[config.mk]
export PLATFORM = sky130hd
export DESIGN_NAME = servo_pwm_capture
export DESIGN_NICKNAME = d
export VERILOG_FILES = /design/src/rtl/servo_pkg.sv /design/src/rtl/servo_pwm_chan.sv /design/src/rtl/servo_pwm_capture.sv
export SDC_FILE = /design/constraint.sdc
export NUM_CORES = 1
export LEC_CHECK = 0
export CAP_MARGIN = 25
export CORE_MARGIN = 4
export CORE_UTILIZATION = 62
export CTS_CLUSTER_SIZE = 40
export DETAILED_ROUTE_END_ITERATION = 6
export GPL_TIMING_DRIVEN = 0
export PLACE_DENSITY = 0.8
export SLEW_MARGIN = 30
export SYNTH_ARGS = -nofsm -noshare
export SYNTH_HDL_FRONTEND = slang
export SYNTH_HIERARCHICAL = 1
export SYNTH_SLANG_ARGS = --single-unit
export TNS_END_PERCENT = 10
[constraint.sdc]
create_clock -name clk -period 3 [get_ports clk]
set_input_delay 0.3 -clock clk [delete_from_list [all_inputs] [get_ports clk]]
set_output_delay 0.3 -clock clk [all_outputs]
set_load 0.02 [all_outputs]
[src/rtl/servo_pkg.sv]
// Constants and types shared by the servo PWM generator and the servo PWM capture block,
// so that both ends of the link use identical pulse timing.
package servo_pkg;

  localparam int CLK_HZ            = 50_000_000;
  localparam int DEF_MIN_TICKS     = 25_000;
  localparam int DEF_TICKS_PER_DEG = 556;
  localparam int DEF_MAX_ANGLE     = 180;
  localparam int DEF_MAX_HIGH      = 150_000;
  localparam int DEF_LOST_TICKS    = 1_250_000;
  localparam int DEF_FILT_LEN      = 8;

  typedef logic [7:0] angle_t;

  typedef enum logic [1:0] {
    S_WAIT_RISE,
    S_HIGH,
    S_LOW
  } chan_state_e;

endpackage

[src/rtl/servo_pwm_chan.sv]
// One servo capture channel: synchronizer, optional glitch filter (SERVO_CAPTURE_FILTER_EN),
// high-time FSM with angle decode, and loss-of-signal detection.
module servo_pwm_chan
  import servo_pkg::*;
#(
  parameter int MIN_TICKS     = DEF_MIN_TICKS,
  parameter int TICKS_PER_DEG = DEF_TICKS_PER_DEG,
  parameter int MAX_ANGLE     = DEF_MAX_ANGLE,
  parameter int MAX_HIGH      = DEF_MAX_HIGH,
  parameter int LOST_TICKS    = DEF_LOST_TICKS,
  parameter int FILT_LEN      = DEF_FILT_LEN
) (
  input  logic   clk,
  input  logic   rst,
  input  logic   pwm_in,
  output angle_t angle,
  output logic   angle_stb,
  output logic   angle_vld,
  output logic   range_err,
  output logic   lost
);

  localparam int HI_W  = $clog2(MAX_HIGH + 2);
  localparam int PRE_W = $clog2(TICKS_PER_DEG + 1);
  localparam int GAP_W = $clog2(LOST_TICKS + 1);

  localparam logic [HI_W-1:0]  MIN_C       = HI_W'(MIN_TICKS);
  localparam logic [HI_W-1:0]  MAX_HIGH_C  = HI_W'(MAX_HIGH);
  localparam logic [PRE_W-1:0] PRE_TOP_C   = PRE_W'(TICKS_PER_DEG - 1);
  localparam angle_t           MAX_ANGLE_C = angle_t'(MAX_ANGLE);
  localparam logic [GAP_W-1:0] LOST_C      = GAP_W'(LOST_TICKS);

  // Edge detect stays off until every stage of the input pipe holds a real sample,
  // so a pulse already high at reset release never looks like a rise.
`ifdef SERVO_CAPTURE_FILTER_EN
  localparam logic [2:0] FILL_DONE = 3'd4;
`else
  localparam logic [2:0] FILL_DONE = 3'd3;
`endif

  logic                sync1_q, sync1_d, sync2_q, sync2_d;
  logic                lvl, lvl_prev_q, lvl_prev_d;
  logic [2:0]          fill_q, fill_d;
  logic                edge_en, rise, fall;
  chan_state_e         state_q, state_d;
  logic [HI_W-1:0]     hi_cnt_q, hi_cnt_d;
  logic [PRE_W-1:0]    deg_pre_q, deg_pre_d;
  angle_t              deg_acc_q, deg_acc_d;
  logic                good_fall, bad_fall;
  logic [GAP_W-1:0]    gap_cnt_q, gap_cnt_d;
  angle_t              angle_q, angle_d;
  logic                angle_stb_q, angle_stb_d;
  logic                angle_vld_q, angle_vld_d;
  logic                range_err_q, range_err_d;
  logic                lost_q, lost_d;

  always_comb begin
    sync1_d    = pwm_in;
    sync2_d    = sync1_q;
    lvl_prev_d = lvl;
    fill_d     = (fill_q == FILL_DONE) ? fill_q : fill_q + 3'd1;
  end

`ifdef SERVO_CAPTURE_FILTER_EN
  localparam int FCNT_W = $clog2(FILT_LEN + 1);
  localparam logic [FCNT_W-1:0] FILT_TOP_C = FCNT_W'(FILT_LEN - 1);

  logic              filt_q, filt_d;
  logic [FCNT_W-1:0] filt_cnt_q, filt_cnt_d;

  // The filtered level follows the input only after FILT_LEN consecutive differing samples,
  // which delays both edges equally and leaves the measured width intact.
  always_comb begin
    filt_d     = filt_q;
    filt_cnt_d = filt_cnt_q;
    if (fill_q == 3'd2) begin
      filt_d     = sync2_q;
      filt_cnt_d = '0;
    end else if (sync2_q != filt_q) begin
      if (filt_cnt_q == FILT_TOP_C) begin
        filt_d     = sync2_q;
        filt_cnt_d = '0;
      end else begin
        filt_cnt_d = filt_cnt_q + 1'b1;
      end
    end else begin
      filt_cnt_d = '0;
    end
  end

  always_ff @(posedge clk or negedge rst) begin
    if (!rst) begin
      filt_q     <= 1'b0;
      filt_cnt_q <= '0;
    end else begin
      filt_q     <= filt_d;
      filt_cnt_q <= filt_cnt_d;
    end
  end

  assign lvl = filt_q;
`else
  assign lvl = sync2_q;
`endif

  assign edge_en = (fill_q == FILL_DONE);
  assign rise    = edge_en & lvl & ~lvl_prev_q;
  assign fall    = edge_en & ~lvl & lvl_prev_q;

  // The rise cycle counts as the first high tick, so hi_cnt equals the pulse width when the fall lands.
  always_comb begin
    state_d   = state_q;
    hi_cnt_d  = hi_cnt_q;
    deg_pre_d = deg_pre_q;
    deg_acc_d = deg_acc_q;
    good_fall = 1'b0;
    bad_fall  = 1'b0;
    case (state_q)
      S_WAIT_RISE, S_LOW: begin
        if (rise) begin
          state_d   = S_HIGH;
          hi_cnt_d  = HI_W'(1);
          deg_pre_d = '0;
          deg_acc_d = '0;
        end
      end
      S_HIGH: begin
        if (fall) begin
          state_d = S_LOW;
          if (hi_cnt_q < MIN_C || hi_cnt_q > MAX_HIGH_C || deg_acc_q > MAX_ANGLE_C) begin
            bad_fall = 1'b1;
          end else begin
            good_fall = 1'b1;
          end
        end else if (hi_cnt_q <= MAX_HIGH_C) begin
          hi_cnt_d = hi_cnt_q + 1'b1;
          if (hi_cnt_q >= MIN_C) begin
            if (deg_pre_q == PRE_TOP_C) begin
              deg_pre_d = '0;
              if (deg_acc_q != 8'hFF) begin
                deg_acc_d = deg_acc_q + 1'b1;
              end
            end else begin
              deg_pre_d = deg_pre_q + 1'b1;
            end
          end
        end
      end
      default: state_d = S_WAIT_RISE;
    endcase
  end

  // A rise clears the gap counter in the same cycle, so it beats a coincident loss timeout.
  always_comb begin
    gap_cnt_d   = rise ? '0 : ((gap_cnt_q != LOST_C) ? gap_cnt_q + 1'b1 : gap_cnt_q);
    lost_d      = (gap_cnt_d == LOST_C);
    angle_d     = good_fall ? deg_acc_q : angle_q;
    angle_stb_d = good_fall;
    range_err_d = bad_fall;
    angle_vld_d = lost_d ? 1'b0 : (good_fall ? 1'b1 : angle_vld_q);
  end

  always_ff @(posedge clk or negedge rst) begin
    if (!rst) begin
      sync1_q     <= 1'b0;
      sync2_q     <= 1'b0;
      lvl_prev_q  <= 1'b0;
      fill_q      <= '0;
      state_q     <= S_WAIT_RISE;
      hi_cnt_q    <= '0;
      deg_pre_q   <= '0;
      deg_acc_q   <= '0;
      gap_cnt_q   <= '0;
      angle_q     <= '0;
      angle_stb_q <= 1'b0;
      angle_vld_q <= 1'b0;
      range_err_q <= 1'b0;
      lost_q      <= 1'b0;
    end else begin
      sync1_q     <= sync1_d;
      sync2_q     <= sync2_d;
      lvl_prev_q  <= lvl_prev_d;
      fill_q      <= fill_d;
      state_q     <= state_d;
      hi_cnt_q    <= hi_cnt_d;
      deg_pre_q   <= deg_pre_d;
      deg_acc_q   <= deg_acc_d;
      gap_cnt_q   <= gap_cnt_d;
      angle_q     <= angle_d;
      angle_stb_q <= angle_stb_d;
      angle_vld_q <= angle_vld_d;
      range_err_q <= range_err_d;
      lost_q      <= lost_d;
    end
  end

  assign angle     = angle_q;
  assign angle_stb = angle_stb_q;
  assign angle_vld = angle_vld_q;
  assign range_err = range_err_q;
  assign lost      = lost_q;

endmodule

[src/rtl/servo_pwm_capture.sv]
// Servo PWM receive side: N_CH independent capture channels recovering the commanded angle.
// Define SERVO_CAPTURE_FILTER_EN to add a FILT_LEN-cycle glitch filter on every input.
module servo_pwm_capture
  import servo_pkg::*;
#(
  parameter int N_CH          = 4,
  parameter int MIN_TICKS     = DEF_MIN_TICKS,
  parameter int TICKS_PER_DEG = DEF_TICKS_PER_DEG,
  parameter int MAX_ANGLE     = DEF_MAX_ANGLE,
  parameter int MAX_HIGH      = DEF_MAX_HIGH,
  parameter int LOST_TICKS    = DEF_LOST_TICKS,
  parameter int FILT_LEN      = DEF_FILT_LEN
) (
  input  logic                 clk,
  input  logic                 rst,
  input  logic [N_CH-1:0]      pwm_in,
  output logic [N_CH-1:0][7:0] angle,
  output logic [N_CH-1:0]      angle_stb,
  output logic [N_CH-1:0]      angle_vld,
  output logic [N_CH-1:0]      range_err,
  output logic [N_CH-1:0]      lost
);

  for (genvar ch = 0; ch < N_CH; ch++) begin : g_chan
    servo_pwm_chan #(
      .MIN_TICKS     (MIN_TICKS),
      .TICKS_PER_DEG (TICKS_PER_DEG),
      .MAX_ANGLE     (MAX_ANGLE),
      .MAX_HIGH      (MAX_HIGH),
      .LOST_TICKS    (LOST_TICKS),
      .FILT_LEN      (FILT_LEN)
    ) u_chan (
      .clk       (clk),
      .rst       (rst),
      .pwm_in    (pwm_in[ch]),
      .angle     (angle[ch]),
      .angle_stb (angle_stb[ch]),
      .angle_vld (angle_vld[ch]),
      .range_err (range_err[ch]),
      .lost      (lost[ch])
    );
  end

endmodule

==> flow_summary.yaml, run 1 <==
routing:
  remaining_drc_errors: 0
  antenna_left: 0
  wl_per_cell_um: 17.0
  wl_mm: 38.1
  met3_length_mm: 1.78
  drtIter0Drc: 1209
  topRoutingLayerUsed: "met4"
  vias_per_cell: 6.39
  vias: 14300
  drtPass1Iterations: 5
  wl_met1_mm: 17.0
  wl_met2_mm: 18.6
layout:
  area_growth_pct: 14.1
  diodes: 0
  final_nets: 1921
  drive_gt1_share_pct: 9.19
timing:
  maxSlewHeadroom_pct: 46.8
  tightest_slew_ns: 0.787
  setup_tns_ns: 0
  fin_skew_ns: 0.0137
  fmax_mhz: 338
  hold-worst-slack_ns: 0.231
  finalCriticalPeriod_ns: 2.95
  slew_violations: 0
  hold_viol: 0
  fin_crit_sh_pct: 98.5
  rsz0062_at_grt: "yes"
  setup_viol: 0
clock_network:
  clock-sinks: 308
  insertion_delay_ns: 0.51
  clock_path_buffers: 3
  cts_buffers: 34
  ctsRootBufferMaster: "clkbuf_16"
  cts_tree: "built"
  clkTransAtPathRegs_ns: 0.06
  htreeDepth: 2
worst_setup_path:
  crit_path_max_fanout: 9
  reg2reg_from: "g_chan[0].u_chan/hi_cnt_q[15]"
  cp_cell_sequence: "or2_1 -> or4_1 -> o22ai_1 -> a221oi_1 -> nand2_1 -> mux2_2"
  critPathBufInv: 0
  critPathSlowestCell: "o22ai_1"
  r2r_end: "g_chan[0].u_chan/angle[1]"
  worst_setup_path_start_kind: "flip-flop"
  path_class: "flip-flop to flip-flop"
  critPathRequiredTime_ns: 3.40
  worstRegToRegCells: 6
  slowest_delay_ns: 0.58
  crit_path_end_kind: "flip-flop"
  cp.arrival_ns: 3.35
  path_delay_family: "simple AND/OR/NAND/NOR gates"
  rrSetupSlack_ns: 0.05
die:
  die_h_um: 173
  placementRows: 60
  die_w_um: 173
  io_pins: 54
  start_util_pct: 62.9
  core_um2: 27000
  die_area_um2: 30100
place:
  place_congestion: 0.897
  io_buffers: 53
  dpl.hpwl_mm: 25.8
pwr:
  p_leak_nw: 8.16
  powerDensity_nw_per_um2: 614
  p_sw_share_pct: 31.6
  clockPowerShare_pct: 37.8
  p_seq_share_pct: 40.2
  p_comb_share_pct: 22.0
  p_sw_mw: 3.75
  p_int_mw: 8.13
  ir_drop_uv: 529
worst_hold_path:
  hp-class: "primary input to flip-flop"
  hold_depth: 1
  min_to: "g_chan[2].u_chan/sync1_q"
  worst_hold_startpoint: "pwm_in[2]"
synth:
  synth_edf_count: 0
  syn-cell-area_um2: 17000
  synth_cells: 1788
  yosys-top-cells-count: "308 x dfrtp_1, 134 x nor2_1, 126 x nand2_1"
  synth_top_area_cell: "dfrtp_1"
  async_reset_ff_share_pct: 100
  synth_flop_cell: "dfrtp_1"
  synthTopCellsByArea: "dfrtp_1 45%, xnor2_1 3.1%, nor2_1 3.0%"
  syn_nets: 1830
  yosysMostFrequentCell: "dfrtp_1"
  synth_seq_cells: 308
  avgSynthCellArea_um2: 9.49
  synth_top_cell_area_share_pct: 45.4
  yosysUniqueCellTypes: 89
  ys_warn_count: 6
  ys_seq_area_share_pct: 45.4
flow_run:
  maxCapViolations: 0
global_routing:
  grt-ovfl-total: 0
  gr-usage-all-layers_pct: 24.9
  grt_pass1_wl_mm: 65.4
  first_global_vias: 13700
  antenna_found_initial: 0
  grt_max_degree: 81
outcome:
  outcome: "completed"
## flip-flops by register name, indices dropped and copies added, names as in the netlist
register	flops
g_chan.u_chan/deg_acc_q	32
g_chan.u_chan/range_err	4
g_chan.u_chan/deg_pre_q	40
g_chan.u_chan/fill_q	12
g_chan.u_chan/sync1_q	4
g_chan.u_chan/lvl	4
g_chan.u_chan/angle_stb	4
g_chan.u_chan/gap_cnt_q	84
g_chan.u_chan/hi_cnt_q	72
g_chan.u_chan/state_q	8
g_chan.u_chan/lvl_prev_q	4
g_chan.u_chan/angle	32
g_chan.u_chan/lost	4
g_chan.u_chan/angle_vld	4
## how the worst max path moves through the flow
stage | startpoint | depth (start not counted) | to
2_1_floorplan | g_chan[3].u_chan/hi_cnt_q[15] | 8 | g_chan[3].u_chan/angle[0]
3_3_place_gp | rst | 1 | g_chan[3].u_chan/hi_cnt_q[6]
3_5_place_dp | g_chan[3].u_chan/hi_cnt_q[13] | 9 | g_chan[3].u_chan/hi_cnt_q[15]
4_1_cts | g_chan[2].u_chan/fill_q[0] | 11 | g_chan[2].u_chan/deg_pre_q[9]
5_1_grt | g_chan[0].u_chan/fill_q[0] | 11 | g_chan[0].u_chan/hi_cnt_q[15]
6_report | g_chan[0].u_chan/hi_cnt_q[15] | 6 | g_chan[0].u_chan/angle[1]
## worst register-to-register path, delay by kind of cell (launching register included)
| kind | cells | cell delay, ns |
|---|---|---|
| flip-flops | 1 | 0.41 |
| multiplexers | 1 | 0.39 |
| AO/OA/AOI/OAI | 2 | 0.86 |
| AND/OR/NAND/NOR | 3 | 1.18 |
## logic make-up after synthesis
kind of cell             after synthesis  share of synthesized area [%]
AND/OR/NAND/NOR                      734                           24.4
adder cells (fa/ha/maj)               36                           2.66
flip-flops                           308                           45.4
AO/OA/AOI/OAI                        405                           15.7
XOR/XNOR                              75                           3.87
buffers and inverters                174                           4.19
multiplexers                          56                           3.76
## power groups by stage
stage / combinational (mW) / sequential [mW] / clock, mW
after floorplan: 1.83 / 4.77 / 0
after global placement: 2.42 / 4.83 / 0
after detailed placement: 2.53 / 4.84 / 0
after CTS: 2.57 / 4.77 / 4.58
after global routing: 2.91 / 4.83 / 4.76
final: 2.61 / 4.78 / 4.49
## placed cells by master (no fill, tap or decap), drive strengths merged, types with 9 or more instances in the layout
cell / count
nand4b: 12
inv: 96
a21oi: 99
a211o: 9
nand2b: 28
nor3b: 16
a211oi: 9
clkbuf: 104
xor2: 15
o31ai: 65
mux2: 38
o211ai: 9
nand3b: 10
nor2: 134
or2: 14
dfrtp: 308
and4: 12
xnor2: 60
mux2i: 18
clkdlybuf4s50: 52
nor2b: 17
and2: 17
nand4: 42
and3: 40
or4: 57
nand2: 127
or3: 34
ha: 36
a31oi: 27
nor4: 32
nor3: 32
o21ai: 102
o41ai: 9
nand3: 86
buf: 23
o21a: 12
## area by class of cell
type | instances | area [um2]
clock inverter | 15 | 196
inverter | 95 | 357
clock buffer | 46 | 1040
fill | 1960 | 7590
timing repair buffer | 58 | 656
buffer | 76 | 349
multi-input combinational | 1306 | 8620
tap | 341 | 427
sequential | 308 | 7710
## metal layers
layer | track usage, % | vias up
li1 | - | 6781
met1 | 34.5 | 7046
met2 | 41.8 | 436
met3 | 3.25 | 75
met4 | 6.48 | 0
met5 | 0 | -
## timing repair
action	CTS	global route
gates resized for setup	4	19
gates cloned	0	0
setup endpoints to repair	12	102
endpoints found under the hold margin	45	0
hold buffers	1	0
buffers inserted	0	0
## per-stage QoR
stage | std cells | area (um2) | utilization [%] | worst slack (ns) | power (mW)
after floorplan | 1788 | 17000 | - | 0.335 | 6.60
after global placement | 2182 | 17900 | 66.5 | -11.54 | 7.25
after detailed placement | 2186 | 18000 | 66.9 | -0.250 | 7.37
after CTS | 2248 | 19300 | 71.6 | 0.0129 | 11.9
after global routing | 2245 | 19400 | 71.8 | -0.129 | 12.5
final | 2245 | 19400 | 71.8 | 0.0450 | 11.9
Note: power is estimated with default switching activity, not from simulation.
==> inputs of run 2 (changes only) <==
--- a/config.mk
+++ b/config.mk
@@ -12,7 +12,7 @@
 export DETAILED_ROUTE_END_ITERATION = 6
 export GPL_TIMING_DRIVEN = 0
 export PLACE_DENSITY = 0.8
-export SLEW_MARGIN = 30
+export SLEW_MARGIN = 20
 export SYNTH_ARGS = -nofsm -noshare
 export SYNTH_HDL_FRONTEND = slang
 export SYNTH_HIERARCHICAL = 1
==> constraint.sdc (replaced) <==
create_clock -name clk -period 2.75 [get_ports clk]
set_input_delay 0.275 -clock clk [delete_from_list [all_inputs] [get_ports clk]]
set_output_delay 0.275 -clock clk [all_outputs]
set_load 0.02 [all_outputs]
==> run 2 against run 1 <==
Wire length grew 1.4%. Cell area up 1.4%. Fmax increased by 6.7%. Register-to-register slack worse by 0.06 ns. Worst setup slack got worse by 0.065 ns. Utilization rose by 0.98 points. Critical endpoint is now g_chan[1].u_chan/hi_cnt_q[14]. Clock power grew 11%. The flow now finishes with violations (DRC, setup timing). Flip-flop and latch count unchanged.
==> flow_summary.yaml, run 2 (same netlist as run 1, synthesis figures left out) <==
outcome:
  outcome: "complete, but fails checks"
  violations: "DRC, setup timing"
worst_setup_path:
  crit_end: "g_chan[1].u_chan/hi_cnt_q[14]"
  rrSetupSlack_ns: -0.02
  worst_setup_path_start_kind: "flip-flop"
  crit_start: "g_chan[1].u_chan/hi_cnt_q[15]"
  path_delay_family: "simple AND/OR/NAND/NOR gates"
  critPathRequiredTime_ns: 3.17
  critPathSlowestCell: "or4_1"
  reg2reg_from: "g_chan[1].u_chan/hi_cnt_q[15]"
  worstRegToRegCells: 7
  cp.depth: 7
  cp.arrival_ns: 3.19
  slowest_delay_ns: 0.53
  crit_path_max_fanout: 10
  path_class: "flip-flop to flip-flop"
  r2r_end: "g_chan[1].u_chan/hi_cnt_q[14]"
  cp_cell_sequence: "or2_1 -> or4_4 -> nand4b_4 -> a31o_4 -> buf_6 -> or4_1 -> a21oi_1"
  crit_path_end_kind: "flip-flop"
  critPathBufInv: 1
global_routing:
  first_global_vias: 13700
  grt_max_degree: 94
  grt_pass1_wl_mm: 65.7
  use_met1_pct: 34.6
  grt-ovfl-total: 0
  gr-usage-all-layers_pct: 25.0
  grt_use_met3_pct: 3.69
  met2_usage_pct: 41.6
  top_usage_layer: "met2"
  antenna_found_initial: 0
worst_hold_path:
  hp-class: "primary input to flip-flop"
clock_network:
  cts_tree: "built"
  clkTransAtPathRegs_ns: 0.06
  insertion_delay_ns: 0.52
  ctsRootBufferMaster: "clkbuf_16"
  clock-sinks: 308
  clock_path_buffers: 3
  cts_buffers: 34
  htreeDepth: 2
routing:
  remaining_drc_errors: 3
  drtIter0Drc: 1405
  vias_per_cell: 6.42
  wl_mm: 38.6
  antenna_left: 0
  wl_per_cell_um: 17.2
  vias: 14400
  drtPass1Iterations: 7
layout:
  final_common_cell: "dfrtp_1"
  diodes: 0
  final_cell_mix: "306 x dfrtp_1, 134 x nor2_1, 125 x nand2_1"
  top_regs: "g_chan.u_chan/gap_cnt_q x84, g_chan.u_chan/hi_cnt_q x72, g_chan.u_chan/deg_pre_q x40"
  final_area_um2: 19600
  fill_cells: 1887
  largest_reg_flops: 84
  finalCoreUtilization_pct: 72.8
  area_growth_pct: 15.7
  drive_gt1_share_pct: 11.9
  final_nets: 1927
  regMostFlops: "g_chan.u_chan/gap_cnt_q"
timing:
  slew_violations: 0
  finalCriticalPeriod_ns: 2.77
  fin_crit_sh_pct: 101
  rsz0062_at_grt: "yes"
  tightest_slew_ns: 0.700
  fin_ws_ns: -0.0198
  fmax_mhz: 361
  setup_viol: 10
  setup_tns_ns: -0.151
  hold_viol: 0
  maxSlewHeadroom_pct: 53.3
  fin_skew_ns: 0.0131
place:
  placed_area_um2: 18000
  dpl.hpwl_mm: 25.7
  io_buffers: 53
  preCtsSetupSlack_ns: -0.462
  place_congestion: 0.897
pwr:
  p_leak_nw: 8.29
  powerDensity_nw_per_um2: 673
  power.total_mw: 13.2
  ir_drop_uv: 546
die:
  start_util_pct: 62.9
  core_um2: 27000
  io_pins: 54
  die_h_um: 173
  placementRows: 60
  die_area_um2: 30100
  die_w_um: 173
flow_run:
  maxCapViolations: 0
==> run 2: cell type report <==
type                       instances  area (um2)  area share, %
multi-input combinational       1306        8800           44.8
sequential                       308        7710           39.3
clock buffer                      45        1040           5.28
timing repair buffer              73         746           3.80
tap                              341         427           2.17
inverter                          95         357           1.82
buffer                            67         327           1.66
clock inverter                    16         224           1.14
==> run 2: per-stage QoR <==
stage               hold slack, ns  instances
global placement             0.333       2182
global route                 0.182       2251
detailed placement           0.338       2185
finish                       0.204       2251
CTS                          0.185       2246
floorplan                  -0.0206       1788
==> run 2: what timing repair did <==
action                                 4_1_cts  5_1_grt
setup buffers                                2       13
endpoints found under the hold margin       92        0
hold buffers                                 1        0
setup endpoints to repair                  125      127
resized for setup                           32       40
cloned                                       0        0
pin swaps                                    6       10
==> run 2: where the power goes <==
part | internal [mW] | total, mW | leakage [nW] | switching (mW)
Combinational | 1.08 | 2.98 | 3.51 | 1.90
Clock | 3.13 | 5.00 | 0.605 | 1.88
Sequential | 4.85 | 5.22 | 4.17 | 0.373
Total | 9.06 | 13.2 | 8.29 | 4.15
==> run 2: how the worst min path moves through the flow <==
stage,startpoint,endpoint,slack (ns),cells after the start
floorplan,rst,g_chan[0].u_chan/angle[0],-0.02,0
global placement,g_chan[3].u_chan/sync1_q,g_chan[3].u_chan/lvl,0.33,0
detailed placement,g_chan[2].u_chan/sync1_q,g_chan[2].u_chan/lvl,0.34,0
CTS,pwm_in[2],g_chan[2].u_chan/sync1_q,0.19,1
global route,pwm_in[2],g_chan[2].u_chan/sync1_q,0.18,1
finish,pwm_in[2],g_chan[2].u_chan/sync1_q,0.20,1
==> run 2: metal layers <==
| metal | share of wire [%] | vias to the layer above |
|---|---|---|
| met5 | 0 | - |
| met4 | 2.3 | 0 |
| met3 | 5.3 | 76 |
| met2 | 48 | 480 |
| met1 | 44 | 7110 |
| li1 | - | 6783 |
